[src/rtl/riscv_defines.sv]
// Shared RISC-V definitions: access-size encodings, LSU state type and size helpers.
package riscv_defines;

  localparam logic [1:0] DATA_BYTE      = 2'b00;
  localparam logic [1:0] DATA_HALF_WORD = 2'b01;
  localparam logic [1:0] DATA_WORD      = 2'b10;

  typedef enum logic [1:0] {
    IDLE  = 2'b00,
    BEAT0 = 2'b01,
    BEAT1 = 2'b10,
    RESP  = 2'b11
  } lsu_state_t;

  // Byte-lane mask of an access before it is shifted into place.
  function automatic logic [3:0] size_mask(input logic [1:0] ty);
    case (ty)
      DATA_BYTE:      size_mask = 4'h1;
      DATA_HALF_WORD: size_mask = 4'h3;
      DATA_WORD:      size_mask = 4'hF;
      default:        size_mask = 4'h0;
    endcase
  endfunction

  // Access size in bytes minus one, used to locate the last byte for the bounds check.
  function automatic logic [1:0] size_span(input logic [1:0] ty);
    case (ty)
      DATA_BYTE:      size_span = 2'd0;
      DATA_HALF_WORD: size_span = 2'd1;
      DATA_WORD:      size_span = 2'd3;
      default:        size_span = 2'd3;
    endcase
  endfunction

endpackage

[src/rtl/lsu_align.sv]
// Combinational lane alignment: store mask/data shift and load merge with size masking and extension.
module lsu_align
  import riscv_defines::*;
(
  input  logic [1:0]  off_i,
  input  logic [1:0]  type_i,
  input  logic [31:0] wdata_i,
  input  logic        sign_i,
  input  logic [63:0] rdata_i,
  output logic [7:0]  be_o,
  output logic [63:0] wdata_o,
  output logic [31:0] rdata_o
);

  logic [31:0] sh_s;

  assign be_o    = {4'h0, size_mask(type_i)} << off_i;
  assign wdata_o = {32'h0, wdata_i} << {off_i, 3'b000};
  assign sh_s    = 32'(rdata_i >> {off_i, 3'b000});

  // Mask the shifted load word to the access size, then zero- or sign-extend.
  always_comb begin
    rdata_o = 32'h0;
    case (type_i)
      DATA_BYTE:      rdata_o = {{24{sign_i & sh_s[7]}}, sh_s[7:0]};
      DATA_HALF_WORD: rdata_o = {{16{sign_i & sh_s[15]}}, sh_s[15:0]};
      DATA_WORD:      rdata_o = sh_s;
      default:        rdata_o = 32'h0;
    endcase
  end

endmodule

[src/rtl/lsu_split.sv]
// Registered load/store unit: bounds checking, two-beat split of misaligned accesses,
// load merge and a single completion pulse per request.
module lsu_split
  import riscv_defines::*;
#(
  parameter int unsigned ADDR_WIDTH       = 32,
  parameter int unsigned MEM_BITS         = 20,
  parameter bit          ALLOW_MISALIGNED = 1'b1
) (
  input  logic                  clk,
  input  logic                  rst,
  input  logic                  req_valid_i,
  output logic                  req_ready_o,
  input  logic                  w_en_i,
  input  logic                  r_en_i,
  input  logic [1:0]            type_i,
  input  logic                  sign_extend_i,
  input  logic [ADDR_WIDTH-1:0] addr_i,
  input  logic [31:0]           wdata_i,
  output logic                  done_o,
  output logic                  err_o,
  output logic [31:0]           rdata_o,
  output logic                  dmem_valid_o,
  input  logic                  dmem_ready_i,
  output logic [ADDR_WIDTH-1:0] dmem_addr_o,
  output logic [31:0]           dmem_wdata_o,
  output logic [3:0]            dmem_we_o,
  input  logic [31:0]           dmem_rdata_i
);

  lsu_state_t            state_q, state_d;
  logic [1:0]            off_q, off_d, type_q, type_d;
  logic                  store_q, store_d, sign_q, sign_d;
  logic [7:0]            be_q, be_d;
  logic [31:0]           whi_q, whi_d, rlo_q, rlo_d, rhi_q, rhi_d;
  logic                  dmem_valid_q, dmem_valid_d;
  logic [ADDR_WIDTH-1:0] dmem_addr_q, dmem_addr_d;
  logic [31:0]           dmem_wdata_q, dmem_wdata_d;
  logic [3:0]            dmem_we_q, dmem_we_d;
  logic                  done_q, done_d, err_q, err_d, ready_q, ready_d;
  logic [31:0]           rdata_q, rdata_d;

  logic [1:0]            al_off_s, al_type_s;
  logic [31:0]           lo_s, hi_s, al_rdata_s;
  logic [7:0]            al_be_s;
  logic [63:0]           al_wdata_s;
  logic [ADDR_WIDTH:0]   last_s;
  logic                  oob_s, req_err_s, accept_s;

  // In IDLE the aligner sees the incoming request; afterwards it sees the captured one.
  assign al_off_s  = (state_q == IDLE) ? addr_i[1:0] : off_q;
  assign al_type_s = (state_q == IDLE) ? type_i      : type_q;
  assign lo_s      = (state_q == BEAT0) ? dmem_rdata_i : rlo_q;
  assign hi_s      = (state_q == BEAT1) ? dmem_rdata_i : rhi_q;

  lsu_align u_align (
    .off_i   (al_off_s),
    .type_i  (al_type_s),
    .wdata_i (wdata_i),
    .sign_i  (sign_q),
    .rdata_i ({hi_s, lo_s}),
    .be_o    (al_be_s),
    .wdata_o (al_wdata_s),
    .rdata_o (al_rdata_s)
  );

  // Last byte is computed one bit wider so an address wrap also counts as out of bounds.
  assign last_s    = {1'b0, addr_i} + (ADDR_WIDTH+1)'(size_span(type_i));
  assign oob_s     = (|(addr_i >> MEM_BITS)) | (|(last_s >> MEM_BITS));
  assign req_err_s = (type_i == 2'b11) | (w_en_i == r_en_i) | oob_s
                   | ((|al_be_s[7:4]) & !ALLOW_MISALIGNED);
  assign accept_s  = req_valid_i & ready_q;

  // Next-state and next-output logic.
  always_comb begin
    state_d      = state_q;
    off_d        = off_q;
    type_d       = type_q;
    store_d      = store_q;
    sign_d       = sign_q;
    be_d         = be_q;
    whi_d        = whi_q;
    rlo_d        = rlo_q;
    rhi_d        = rhi_q;
    dmem_valid_d = dmem_valid_q;
    dmem_addr_d  = dmem_addr_q;
    dmem_wdata_d = dmem_wdata_q;
    dmem_we_d    = dmem_we_q;
    done_d       = 1'b0;
    err_d        = 1'b0;
    rdata_d      = 32'h0;
    case (state_q)
      IDLE: begin
        if (accept_s) begin
          off_d   = addr_i[1:0];
          type_d  = type_i;
          store_d = w_en_i;
          sign_d  = sign_extend_i;
          be_d    = al_be_s;
          whi_d   = al_wdata_s[63:32];
          if (req_err_s) begin
            state_d = RESP;
            done_d  = 1'b1;
            err_d   = 1'b1;
          end else begin
            state_d      = BEAT0;
            dmem_valid_d = 1'b1;
            dmem_addr_d  = {addr_i[ADDR_WIDTH-1:2], 2'b00};
            dmem_we_d    = w_en_i ? al_be_s[3:0] : 4'h0;
            dmem_wdata_d = al_wdata_s[31:0];
          end
        end else begin
          state_d = IDLE;
        end
      end
      BEAT0: begin
        if (dmem_ready_i) begin
          rlo_d = dmem_rdata_i;
          if (|be_q[7:4]) begin
            state_d      = BEAT1;
            dmem_addr_d  = dmem_addr_q + ADDR_WIDTH'(3'd4);
            dmem_we_d    = store_q ? be_q[7:4] : 4'h0;
            dmem_wdata_d = whi_q;
          end else begin
            state_d      = RESP;
            dmem_valid_d = 1'b0;
            dmem_addr_d  = '0;
            dmem_we_d    = 4'h0;
            dmem_wdata_d = 32'h0;
            done_d       = 1'b1;
            rdata_d      = store_q ? 32'h0 : al_rdata_s;
          end
        end else begin
          state_d = BEAT0;
        end
      end
      BEAT1: begin
        if (dmem_ready_i) begin
          rhi_d        = dmem_rdata_i;
          state_d      = RESP;
          dmem_valid_d = 1'b0;
          dmem_addr_d  = '0;
          dmem_we_d    = 4'h0;
          dmem_wdata_d = 32'h0;
          done_d       = 1'b1;
          rdata_d      = store_q ? 32'h0 : al_rdata_s;
        end else begin
          state_d = BEAT1;
        end
      end
      RESP:    state_d = IDLE;
      default: state_d = IDLE;
    endcase
    ready_d = (state_d == IDLE);
  end

  // State, request, read-data and output registers.
  always_ff @(posedge clk) begin
    if (rst) begin
      state_q      <= IDLE;
      off_q        <= 2'b00;
      type_q       <= 2'b00;
      store_q      <= 1'b0;
      sign_q       <= 1'b0;
      be_q         <= 8'h00;
      whi_q        <= 32'h0;
      rlo_q        <= 32'h0;
      rhi_q        <= 32'h0;
      dmem_valid_q <= 1'b0;
      dmem_addr_q  <= '0;
      dmem_wdata_q <= 32'h0;
      dmem_we_q    <= 4'h0;
      done_q       <= 1'b0;
      err_q        <= 1'b0;
      rdata_q      <= 32'h0;
      ready_q      <= 1'b1;
    end else begin
      state_q      <= state_d;
      off_q        <= off_d;
      type_q       <= type_d;
      store_q      <= store_d;
      sign_q       <= sign_d;
      be_q         <= be_d;
      whi_q        <= whi_d;
      rlo_q        <= rlo_d;
      rhi_q        <= rhi_d;
      dmem_valid_q <= dmem_valid_d;
      dmem_addr_q  <= dmem_addr_d;
      dmem_wdata_q <= dmem_wdata_d;
      dmem_we_q    <= dmem_we_d;
      done_q       <= done_d;
      err_q        <= err_d;
      rdata_q      <= rdata_d;
      ready_q      <= ready_d;
    end
  end

  assign req_ready_o  = ready_q;
  assign done_o       = done_q;
  assign err_o        = err_q;
  assign rdata_o      = rdata_q;
  assign dmem_valid_o = dmem_valid_q;
  assign dmem_addr_o  = dmem_addr_q;
  assign dmem_wdata_o = dmem_wdata_q;
  assign dmem_we_o    = dmem_we_q;

endmodule
[config.mk]
export PLATFORM = sky130hd
export DESIGN_NAME = lsu_split
export DESIGN_NICKNAME = d
export VERILOG_FILES = /design/src/rtl/riscv_defines.sv /design/src/rtl/lsu_align.sv /design/src/rtl/lsu_split.sv
export SDC_FILE = /design/constraint.sdc
export NUM_CORES = 1
export LEC_CHECK = 0
export BUFFER_PORTS_ARGS = -buffer_cell sky130_fd_sc_hd__buf_4
export CAP_MARGIN = 20
export CORE_ASPECT_RATIO = 2
export CORE_MARGIN = 5
export CORE_UTILIZATION = 50
export DETAILED_ROUTE_END_ITERATION = 8
export PLACE_DENSITY = 0.74
export REMOVE_ABC_BUFFERS = 1
export SKIP_LAST_GASP = 1
export SYNTH_ARGS = -nofsm -noshare
export SYNTH_HDL_FRONTEND = slang
export SYNTH_SLANG_ARGS = --single-unit
[constraint.sdc]
create_clock -name clk -period 3.5 [get_ports clk]
set_clock_uncertainty 0.15 [all_clocks]
set_input_delay 0.875 -clock clk [delete_from_list [all_inputs] [get_ports clk]]
set_output_delay 0.875 -clock clk [all_outputs]
set_load 0.01 [all_outputs]
Yosys cells after proc, flatten, opt, wreduce, memory -nomap -nowiden
Cells that the tools add are included.
{ "op_classes": {"shifts": 3, "mux": 49, "reduce_logical": 14, "bitwise": 7, "add_sub_neg": 2, "n_eq_ne": 13} }
{ "ops": {"columns": ["cell", "n"], "rows": [
  ["32-bit 2-to-1 mux", 15],
  ["32-bit case mux with 3 select lines", 3],
  ["32-bit case mux with 2 select lines", 1],
  ["32-bit by 5-bit << shifter with 64-bit output", 1],
  ["64-bit by 5-bit right shift with 32-bit output", 1],
  ["32-bit by 2-bit adder with 33-bit output", 1],
  ["32-bit by 3-bit adder with 32-bit output (second input constant)", 1],
  ["4-bit 2-to-1 mux", 7],
  ["4-bit case mux with 3 select lines", 2],
  ["13-bit OR reduction", 1],
  ["1-bit 2-to-1 mux", 12],
  ["12-bit OR reduction", 1],
  ["2-bit 2-to-1 mux", 5],
  ["2-bit inequality test (second input constant)", 5],
  ["2-bit == test (second input constant)", 4],
  ["2-bit zero test", 4],
  ["2-bit case mux with 4 select lines", 1],
  ["4-bit by 2-bit << shifter with 8-bit output", 1],
  ["2-bit by 1-bit == test with 1-bit output (second input constant)", 3],
  ["1-bit case mux with 3 select lines", 2],
  ["2-bit AND reduction", 3],
  ["6-bit AND reduction", 1],
  ["5-bit AND reduction", 1],
  ["2-bit case mux with 2 select lines", 1],
  ["7 further kinds", 11]
]} }
{ "word_totals": {"regBits": 216, "output_inout_bits": 104, "elab_cells": 105} }

Depth between registers and ports, before layout
Gate-level depths: netlist of run 1.
{ "depth": {"ltp_word": 10, "ltp_mapped": 11} }

By module
From an unflattened synthesis of run 1, not the netlist that was laid out.
{ "hier_totals": {"hier_cells": 1427, "area_unflattened_um2": 12072.8} }
{ "modules_own_cells": {"columns": ["module", "cells_per_inst", "instances", "area_each_um2"], "rows": [
  ["lsu_split", 1158, 1, 9743.1],
  ["lsu_align", 269, 1, 2329.7]
]} }

Least setup slack after synthesis of run 1
No wires, ideal clock.
{ "synth_timing": {"path_type": "in2reg", "startpoint": "input port addr_i[0]", "endpoint": "register rdata_q[21], in the netlist rdata_o[21]", "required_time_ns": 3.235, "setup_ns": 0.115, "path_buffers": 2, "t_arrival_ns": 2.420, "path_slack_ns": 0.816, "stages": 8, "path_cell_list": "mux2_4 > buf_6 > mux4_2 > mux2i_1 > nand3b_4 > o21ai_4 > buf_6 > o21a_1"} }
{ "synth_via": {"elab_chain_cells": 8, "word_cells_on_any_way": 10} }
{ "synth_rtl": {"columns": ["item", "line", "rtl"], "rows": [
  ["start: declaration", "lsu_split.sv:18", "input logic [ADDR_WIDTH-1:0] addr_i,"],
  ["2-bit 2-to-1 mux (*)", "lsu_split.sv:51", "assign al_off_s = (state_q == IDLE) ? addr_i[1:0] : off_q;"],
  ["64-bit by 5-bit right shift with 32-bit output (*)", "lsu_align.sv:19", "assign sh_s = 32'(rdata_i >> {off_i, 3'b000});"],
  ["1-bit bitwise AND, on equally long branches", "lsu_align.sv:26, lsu_align.sv:25", null],
  ["32-bit case mux with 3 select lines (*)", "lsu_align.sv:24", "case (type_i)"],
  ["32-bit 2-to-1 mux (*)", "lsu_split.sv:131, lsu_split.sv:146", null],
  ["32-bit 2-to-1 mux", "lsu_split.sv:119", "if (|be_q[7:4]) begin"],
  ["32-bit 2-to-1 mux", "lsu_split.sv:117", "if (dmem_ready_i) begin"],
  ["32-bit case mux with 2 select lines (*)", "lsu_split.sv:92", "case (state_q)"],
  ["end signal: assignment", "lsu_split.sv:193", "rdata_q <= rdata_d;"],
  ["end: declaration", "lsu_split.sv:41", "logic [31:0] rdata_q, rdata_d;"]
]} }
Every way passes the cells marked *; elsewhere a longest branch is shown, timed or not.
A chain may end at the register's enable or synchronous reset.

Worst setup path after layout of run 1
{ "layout_timing": {"startpoint": "register state_q[1]", "endpoint": "register rdata_q[18], in the netlist rdata_o[18]"} }
{ "layout_via": {"elab_chain_cells": 9, "word_cells_on_any_way": 19} }
{ "layout_rtl": {"columns": ["item", "line", "rtl"], "rows": [
  ["start: declaration", "lsu_split.sv:31", "lsu_state_t state_q, state_d;"],
  ["start signal: assignment", "lsu_split.sv:178", "state_q <= state_d;"],
  ["2-bit by 1-bit == test with 1-bit output, or another cell as far along", "lsu_split.sv:53, lsu_split.sv:92", null],
  ["32-bit 2-to-1 mux, or another cell as far along", "lsu_split.sv:53", "assign lo_s = (state_q == BEAT0) ? dmem_rdata_i : rlo_q;"],
  ["64-bit by 5-bit right shift with 32-bit output", "lsu_align.sv:19", null],
  ["1-bit bitwise AND, on equally long branches", "lsu_align.sv:26, lsu_align.sv:25", null],
  ["32-bit case mux with 3 select lines", "lsu_align.sv:24", null],
  ["32-bit 2-to-1 mux", "lsu_split.sv:131, lsu_split.sv:146", null],
  ["32-bit 2-to-1 mux", "lsu_split.sv:119", null],
  ["32-bit 2-to-1 mux", "lsu_split.sv:117", null],
  ["32-bit case mux with 2 select lines (*)", "lsu_split.sv:92", null]
]} }
Marks and branches as above.

==> impl_results.md, run 1 <==
- Area of placed instances: 11810 um2
- Max Clk Rate: 347.1 MHz
- Run status: complete, no violations
- Category of the critical setup timing path: reg -> reg
- Static power due to leakage: 4.875 nW
- CTS clk-pin slew, worst paths: 80 ps
- First-pass GRT wire length: 48460 um
- Critical Path Source Type: flop
- Floorplan core area: 19820 um2
- Pin slew with the least headroom to its limit: 1080 ps
- Via count: 9797
- RSZ-0062 raised after global routing: no
- Initial core utilization: 50.38%
- Maximum ir drop on the vdd rail: 0.5188 mV
- Combinational share of power: 49.9%
- Post-synth cell types: 56
- Endpoint kind of the worst setup timing path: flop
- Row Count: 73
- Antenna Violating Nets Remaining: 0
- Post-CTS resize count: 0
- Power Internal: 5.838 mW
- Port-buffer cells: 206
- Synthesized area per cell: 8.266 um2
- Number of setup buffers added after CTS: 0
- Utilization of the core after routing: 62.70%
- Horizontal die dimension: 109.9 um
- Syn Std Cell Area: 9986 um2
- PnR Total Power: 10.15 mW
- Average wire per standard cell: 19.05 um
- Sequential fraction of the synthesis area: 38.69%
- Count of H-tree levels built during CTS: 4
- Vias/cell: 5.938
- Count of inserted antenna diode cells: 0
- Switch share: 42.49%
- Residual overflow from global routing: 0
- Min-Delay Path Class: reg -> reg
- Final hold slack: 306.4 ps
- Count of hold buffers inserted by post-cts repair: 0
- Gate Count Post-Synth: 1208
- Layout-stage area growth over the synthesis result: 24.45%
- Root cell of the clock tree: sky130_fd_sc_hd__clkbuf_16
- Warnings from Yosys: 0
- Clk pwr share: 19.7%
- Max-slew violation count: 0
- CP max FO: 16
- Dominant synthesized flop cell: sky130_fd_sc_hd__dfxtp_1
- Hold_sp: rlo_q[31]
- Hold Fails Final Rpt: 0
- Total power divided by cell area: 816.9 nW/um2
- CTS Buf Count: 17
- Switching Power: 4.314 mW
- Vias in the first global route: 9392
- Pre-antenna DRT Iters: 5
- Sink Count: 193
- Skew-Pair Late Insertion Delay: 440 ps
- Commonest non-fill, non-tap cells in the layout: sky130_fd_sc_hd__nand2_1, sky130_fd_sc_hd__buf_4, sky130_fd_sc_hd__dfxtp_1
- Slew margin rel.: 28.01%
- Max-cap check violation count: 0
- CTS tree: done
- Final nets: 1491
- Sequential group share of total power: 30.4%
- Detailed Route Iter0 Violations: 475
- Arrival time of the worst setup path: 3060 ps
- Number of buffers on the longest clock path: 2
- Post-route minimum period: 2881 ps
- Leading cell type in the layout, fill and taps excluded: sky130_fd_sc_hd__nand2_1
- GR Util All Layers: 26.88%
- Startpoint of the worst register-to-register path: state_q[1]
- Start point of the critical path: state_q[1]
- Total of flip-flops plus latches after synthesis: 193
- Number of antenna violations at the first check in global routing: 0
- Weighted congestion reported at the end of routability-driven placement: 0.8760
- Die Footprint: 23070 um2
- Post-synth ARST share: 0%
- Maximum number of pins on one net before global-route repair: 97
- I/O pin total: 209
- Detailed placer's ending HPWL: 22000 um
- Share of layout cells above drive strength 1: 23.85%
- Die H: 209.9 um
- Number of enable-type register cells in the synthesized netlist: 0
- Final period util: 82.31%
- Routed wire length: 31440 um
- Count of final setup violators: 0
- DRC errors left: 0
- Final instance area: 12430 um2
- Worst Path Required: 3680 ps
[worst max-delay path, cell delays in order, from the launching register on]
cell                       delay [ps]
sky130_fd_sc_hd__dfxtp_1          350
sky130_fd_sc_hd__inv_1             90
sky130_fd_sc_hd__ha_1             310
sky130_fd_sc_hd__buf_4            260
sky130_fd_sc_hd__mux2_2           370
sky130_fd_sc_hd__mux2_2           280
sky130_fd_sc_hd__mux2i_1          230
sky130_fd_sc_hd__nand3b_4         260
sky130_fd_sc_hd__o21ai_4          200
sky130_fd_sc_hd__o21a_1           270
[worst paths after layout]
kind,to,slack [ps],depth (start not counted)
max,rdata_o[18],620,9
min,rlo_q[31],310,2
min reg2reg,rlo_q[31],310,2
max reg2reg,rdata_o[18],620,9
[registers in the layout (all words and copies together), names as in the netlist]
register      count
rhi_q            24
req_ready_o       1
rlo_q            32
done_o            1
dmem_wdata_o     32
state_q           2
type_q            2
dmem_valid_o      1
whi_q            24
dmem_we_o         4
sign_q            1
rdata_o          32
off_q             2
be_q              3
dmem_addr_o      30
store_q           1
err_o             1
[Yosys cell counts (9+ instances only)]
library cell,instances,area (um2)
sky130_fd_sc_hd__a21oi_1,118,590.6
sky130_fd_sc_hd__nor2_1,125,469.2
sky130_fd_sc_hd__nor2b_1,10,62.56
sky130_fd_sc_hd__and2_1,11,68.82
sky130_fd_sc_hd__mux4_2,39,878.3
sky130_fd_sc_hd__a22oi_1,18,135.1
sky130_fd_sc_hd__clkbuf_1,62,232.7
sky130_fd_sc_hd__a221oi_1,23,201.4
sky130_fd_sc_hd__nand4_1,10,62.56
sky130_fd_sc_hd__mux2i_1,37,370.4
sky130_fd_sc_hd__o21a_1,16,120.1
sky130_fd_sc_hd__a311oi_1,9,78.83
sky130_fd_sc_hd__a211oi_1,46,345.3
sky130_fd_sc_hd__o211ai_1,9,67.56
sky130_fd_sc_hd__a21boi_0,16,120.1
sky130_fd_sc_hd__nand2_1,253,949.7
sky130_fd_sc_hd__nor3_1,35,175.2
sky130_fd_sc_hd__nand3_1,13,65.06
sky130_fd_sc_hd__o21ai_0,42,210.2
sky130_fd_sc_hd__ha_1,11,137.6
sky130_fd_sc_hd__dfxtp_1,193,3864
sky130_fd_sc_hd__buf_2,21,105.1
sky130_fd_sc_hd__inv_1,13,48.80
[power by group through the flow]
| stage | sequential [mW] | clock, mW | combinational (mW) |
|---|---|---|---|
| 4_1_cts | 3.08 | 2.03 | 5.07 |
| 3_5_place_dp | 3.13 | 0 | 5.05 |
| 2_1_floorplan | 3.17 | 0 | 2.98 |
| 3_3_place_gp | 3.11 | 0 | 4.95 |
| 6_report | 3.08 | 2.00 | 5.06 |
| 5_1_grt | 3.14 | 2.13 | 5.51 |
[routing by layer]
| layer | share of wire [%] | GRT usage (%) |
|---|---|---|
| met1 | 35 | 29.66 |
| met2 | 53 | 47.34 |
| met3 | 6.6 | 3.847 |
| met4 | 5.6 | 16.06 |
| met5 | 0 | 0 |
[logic make-up (layout without fill, tap and decap cells)]
kind of cell,Yosys count,in the layout,synth area share (%)
muxes,82,82,13.22
buffers and inverters,111,290,4.774
AOI/OAI and AO/OA,323,323,20.94
DFF,193,193,38.69
xor gates and xnor gates,7,7,0.6140
and+or+nand+nor,480,480,20.35
adders and majority gates,11,11,1.378
other,1,2,0.03755
[through the flow]
step                setup slack [ps]  TNS, ps  std cells
floorplan                      -1248   -49370       1113
global placement               286.6        0       1617
detailed placement             234.4        0       1618
CTS                            639.8        0       1650
global route                   490.6        0       1650
finish                         619.2        0       1650
[cell type report]
type	instances	area, um2
clock buffers	17	425.4
clock inverters	15	191.4
flip-flops and latches	193	3864
multi-input cells	905	5700
well taps	262	327.8
fillers	1760	7393
inverters	15	56.30
repair buffers	243	1862
Note: power is estimated with default switching activity, not from simulation.
==> inputs of run 2 (changes only) <==
==> constraint.sdc (replaced) <==
create_clock -name clk -period 2.8 [get_ports clk]
set_clock_uncertainty 0.15 [all_clocks]
set_input_delay 0.7 -clock clk [delete_from_list [all_inputs] [get_ports clk]]
set_output_delay 0.7 -clock clk [all_outputs]
set_load 0.01 [all_outputs]
==> run 2 against run 1 <==
Effect of this change: clock power grew 28%; global-route usage grew 0.16 points; design area grew 2.0%; combinational power grew 29%; utilization grew 1.3 points; cell count grew 1.2%; die area is the same; highest routed layer unchanged.
==> impl_results.md, run 2 (synthesis results as in run 1) <==
- Commonest non-fill, non-tap cells in the layout: sky130_fd_sc_hd__nand2_1, sky130_fd_sc_hd__buf_4, sky130_fd_sc_hd__dfxtp_1 (unchanged)
- Final hold slack: 305.3 ps (was 306.4 ps)
- Number of antenna violations at the first check in global routing: 0 (unchanged)
- Cell at the slowest stage of the critical path: sky130_fd_sc_hd__o31ai_1 (was sky130_fd_sc_hd__mux2_2)
- CTS tree: done (unchanged)
- Run status: complete, no violations (unchanged)
- Worst setup slack after layout: 153.8 ps (was 619.2 ps)
- Top delay family on crit path: compound AO/OA/AOI/OAI gates (was multiplexers)
- Vias/cell: 5.945 (was 5.938)
- Endpoint kind of the worst setup timing path: flop (unchanged)
- Layout-stage area growth over the synthesis result: 26.99% (was 24.45%)
- Weighted congestion reported at the end of routability-driven placement: 0.8833 (was 0.8760)
- PnR Total Power: 12.91 mW (was 10.15 mW)
- Final instance area: 12680 um2 (was 12430 um2)
- Number of placed instances with taps included: 1637 (was 1618)
- Final period util: 94.51% (was 82.31%)
- Row Count: 73 (unchanged)
- DRC errors left: 0 (unchanged)
- First-pass GRT wire length: 49380 um (was 48460 um)
- Die H: 209.9 um (unchanged)
- CTS Buf Count: 17 (unchanged)
- Root cell of the clock tree: sky130_fd_sc_hd__clkbuf_16 (unchanged)
- Initial core utilization: 50.38% (unchanged)
- Chain of cells forming the critical path: inv_1 > ha_1 > mux2_2 > ha_1 > o31ai_1 > buf_4 > a21oi_1 (was inv_1 > ha_1 > buf_4 > mux2_2 > mux2_2 > mux2i_1 > nand3b_4 > o21ai_4 > o21a_1)
- Static power due to leakage: 4.997 nW (was 4.875 nW)
- Residual overflow from global routing: 0 (unchanged)
- Skew-Pair Late Insertion Delay: 440 ps (about the same)
- Max Clk Rate: 377.9 MHz (was 347.1 MHz)
- Total power divided by cell area: 1018 nW/um2 (was 816.9 nW/um2)
- Sum Neg Setup Slack: 0 ps (unchanged)
- Fill cells: 1747 (was 1760)
- I/O pin total: 209 (unchanged)
- Most Frequent Cell on Critical Path: sky130_fd_sc_hd__ha_1 (was sky130_fd_sc_hd__mux2_2)
- Vias in the first global route: 9906 (was 9392)
- Setup slack after placement: -0.3462 ps (was 234.4 ps)
- Floorplan core area: 19820 um2 (unchanged)
- Max-slew violation count: 0 (unchanged)
- Count of inserted antenna diode cells: 0 (unchanged)
- Sink Count: 193 (unchanged)
- Routed wire length: 31250 um (was 31440 um)
- Number of setup buffers added after CTS: 0 (unchanged)
- Post-CTS resize count: 0 (unchanged)
- Pre-antenna DRT Iters: 5 (unchanged)
- Count of hold buffers inserted by post-cts repair: 0 (unchanged)
- Die Footprint: 23070 um2 (unchanged)
- Worst Path Buf+Inv: 2 (unchanged)
- Slew margin rel.: 41.54% (was 28.01%)
- Area of placed instances: 12030 um2 (was 11810 um2)
- Via count: 9922 (was 9797)
- Min-Delay Path Class: reg -> reg (unchanged)
- GR Util All Layers: 27.04% (was 26.88%)
- Count of H-tree levels built during CTS: 4 (unchanged)
- Arrival time of the worst setup path: 2830 ps (was 3060 ps)
- Number of buffers on the longest clock path: 2 (unchanged)
- Stage delay of the slowest cell on the critical path: 730 ps (was 370 ps)
- Horizontal die dimension: 109.9 um (unchanged)
- Max-cap check violation count: 0 (unchanged)
- CTS clk-pin slew, worst paths: 80 ps (about the same)
- Final nets: 1510 (was 1491)
- Share of layout cells above drive strength 1: 25.16% (was 23.85%)
- Pin slew with the least headroom to its limit: 873.6 ps (was 1080 ps)
- Detailed Route Iter0 Violations: 528 (was 475)
- Area used by multi-input combinational logic: 5712 um2 (was 5700 um2)
- Detailed placer's ending HPWL: 22020 um (was 22000 um)
- Hold Fails Final Rpt: 0 (unchanged)
- Antenna Violating Nets Remaining: 0 (unchanged)
- Critical Path Source Type: flop (unchanged)
- Count of final setup violators: 0 (unchanged)
- Sequential Area: 3864 um2 (unchanged)
- Average wire per standard cell: 18.72 um (was 19.05 um)
- CP max FO: 5 (was 16)
- Post-route minimum period: 2646 ps (was 2881 ps)
- Utilization of the core after routing: 63.98% (was 62.70%)
- Maximum ir drop on the vdd rail: 0.6695 mV (was 0.5188 mV)
- Maximum number of pins on one net before global-route repair: 161 (was 97)
- Category of the critical setup timing path: reg -> reg (unchanged)
- Count of non-filler cells in the finished layout: 1669 (was 1650)
- Worst Path Required: 2980 ps (was 3680 ps)
- Port-buffer cells: 206 (unchanged)
- Leading cell type in the layout, fill and taps excluded: sky130_fd_sc_hd__nand2_1 (unchanged)
-- run 2: changes by cell type in the layout (fill, tap and decap cells not counted), moves of 2 or more --
| cell | previous run | this run |
|---|---|---|
| sky130_fd_sc_hd__inv_6 | 1 | 3 |
| sky130_fd_sc_hd__nor2_2 | 0 | 3 |
| sky130_fd_sc_hd__buf_12 | 3 | 9 |
| sky130_fd_sc_hd__clkinv_8 | 4 | 7 |
| sky130_fd_sc_hd__buf_4 | 240 | 252 |
| sky130_fd_sc_hd__inv_8 | 5 | 3 |
| sky130_fd_sc_hd__clkinv_4 | 3 | 1 |
| sky130_fd_sc_hd__nor2_1 | 125 | 122 |
-- run 2: metal layers --
layer / vias up / GRT usage, % / routed length (um)
met2: 403 / 47.80 / 16530
met5: - / 0 / 0
li1: 4698 / - / -
met1: 4713 / 29.65 / 11090
met3: 108 / 4.340 / 1988
met4: 0 / 15.54 / 1643
-- run 2: layout make-up --
type	instances	area share [%]
Inverter	15	0.4440
Tap cell	262	2.585
Sequential cell	193	30.47
Clock inverter	15	1.677
Multi-Input combinational cell	905	45.04
Timing Repair Buffer	262	16.43
Clock buffer	17	3.355
-- run 2: path summary, 6_finish.rpt --
path,endpoint,slack [ps],start,depth (start not counted)
worst min-delay path,rhi_q[16],310,rhi_q[16],2
worst max register to register,rdata_o[5],150,state_q[0],7
worst min register to register,rhi_q[16],310,rhi_q[16],2
worst max-delay path,rdata_o[5],150,state_q[0],7
-- run 2: report_power, final --
| group | internal, mW | total (mW) | switching [mW] |
|---|---|---|---|
| Combinational | 2.82 | 6.51 | 3.68 |
| Sequential | 3.34 | 3.85 | 0.503 |
| Clock | 1.31 | 2.56 | 1.25 |
-- run 2: tightest hold or removal path, delay by kind of cell, from the launching register on --
| family | cells | cell delay (ps) |
|---|---|---|
| flip-flops | 1 | 310 |
| AND/OR/NAND/NOR | 1 | 50 |
| AO/OA/AOI/OAI | 1 | 50 |
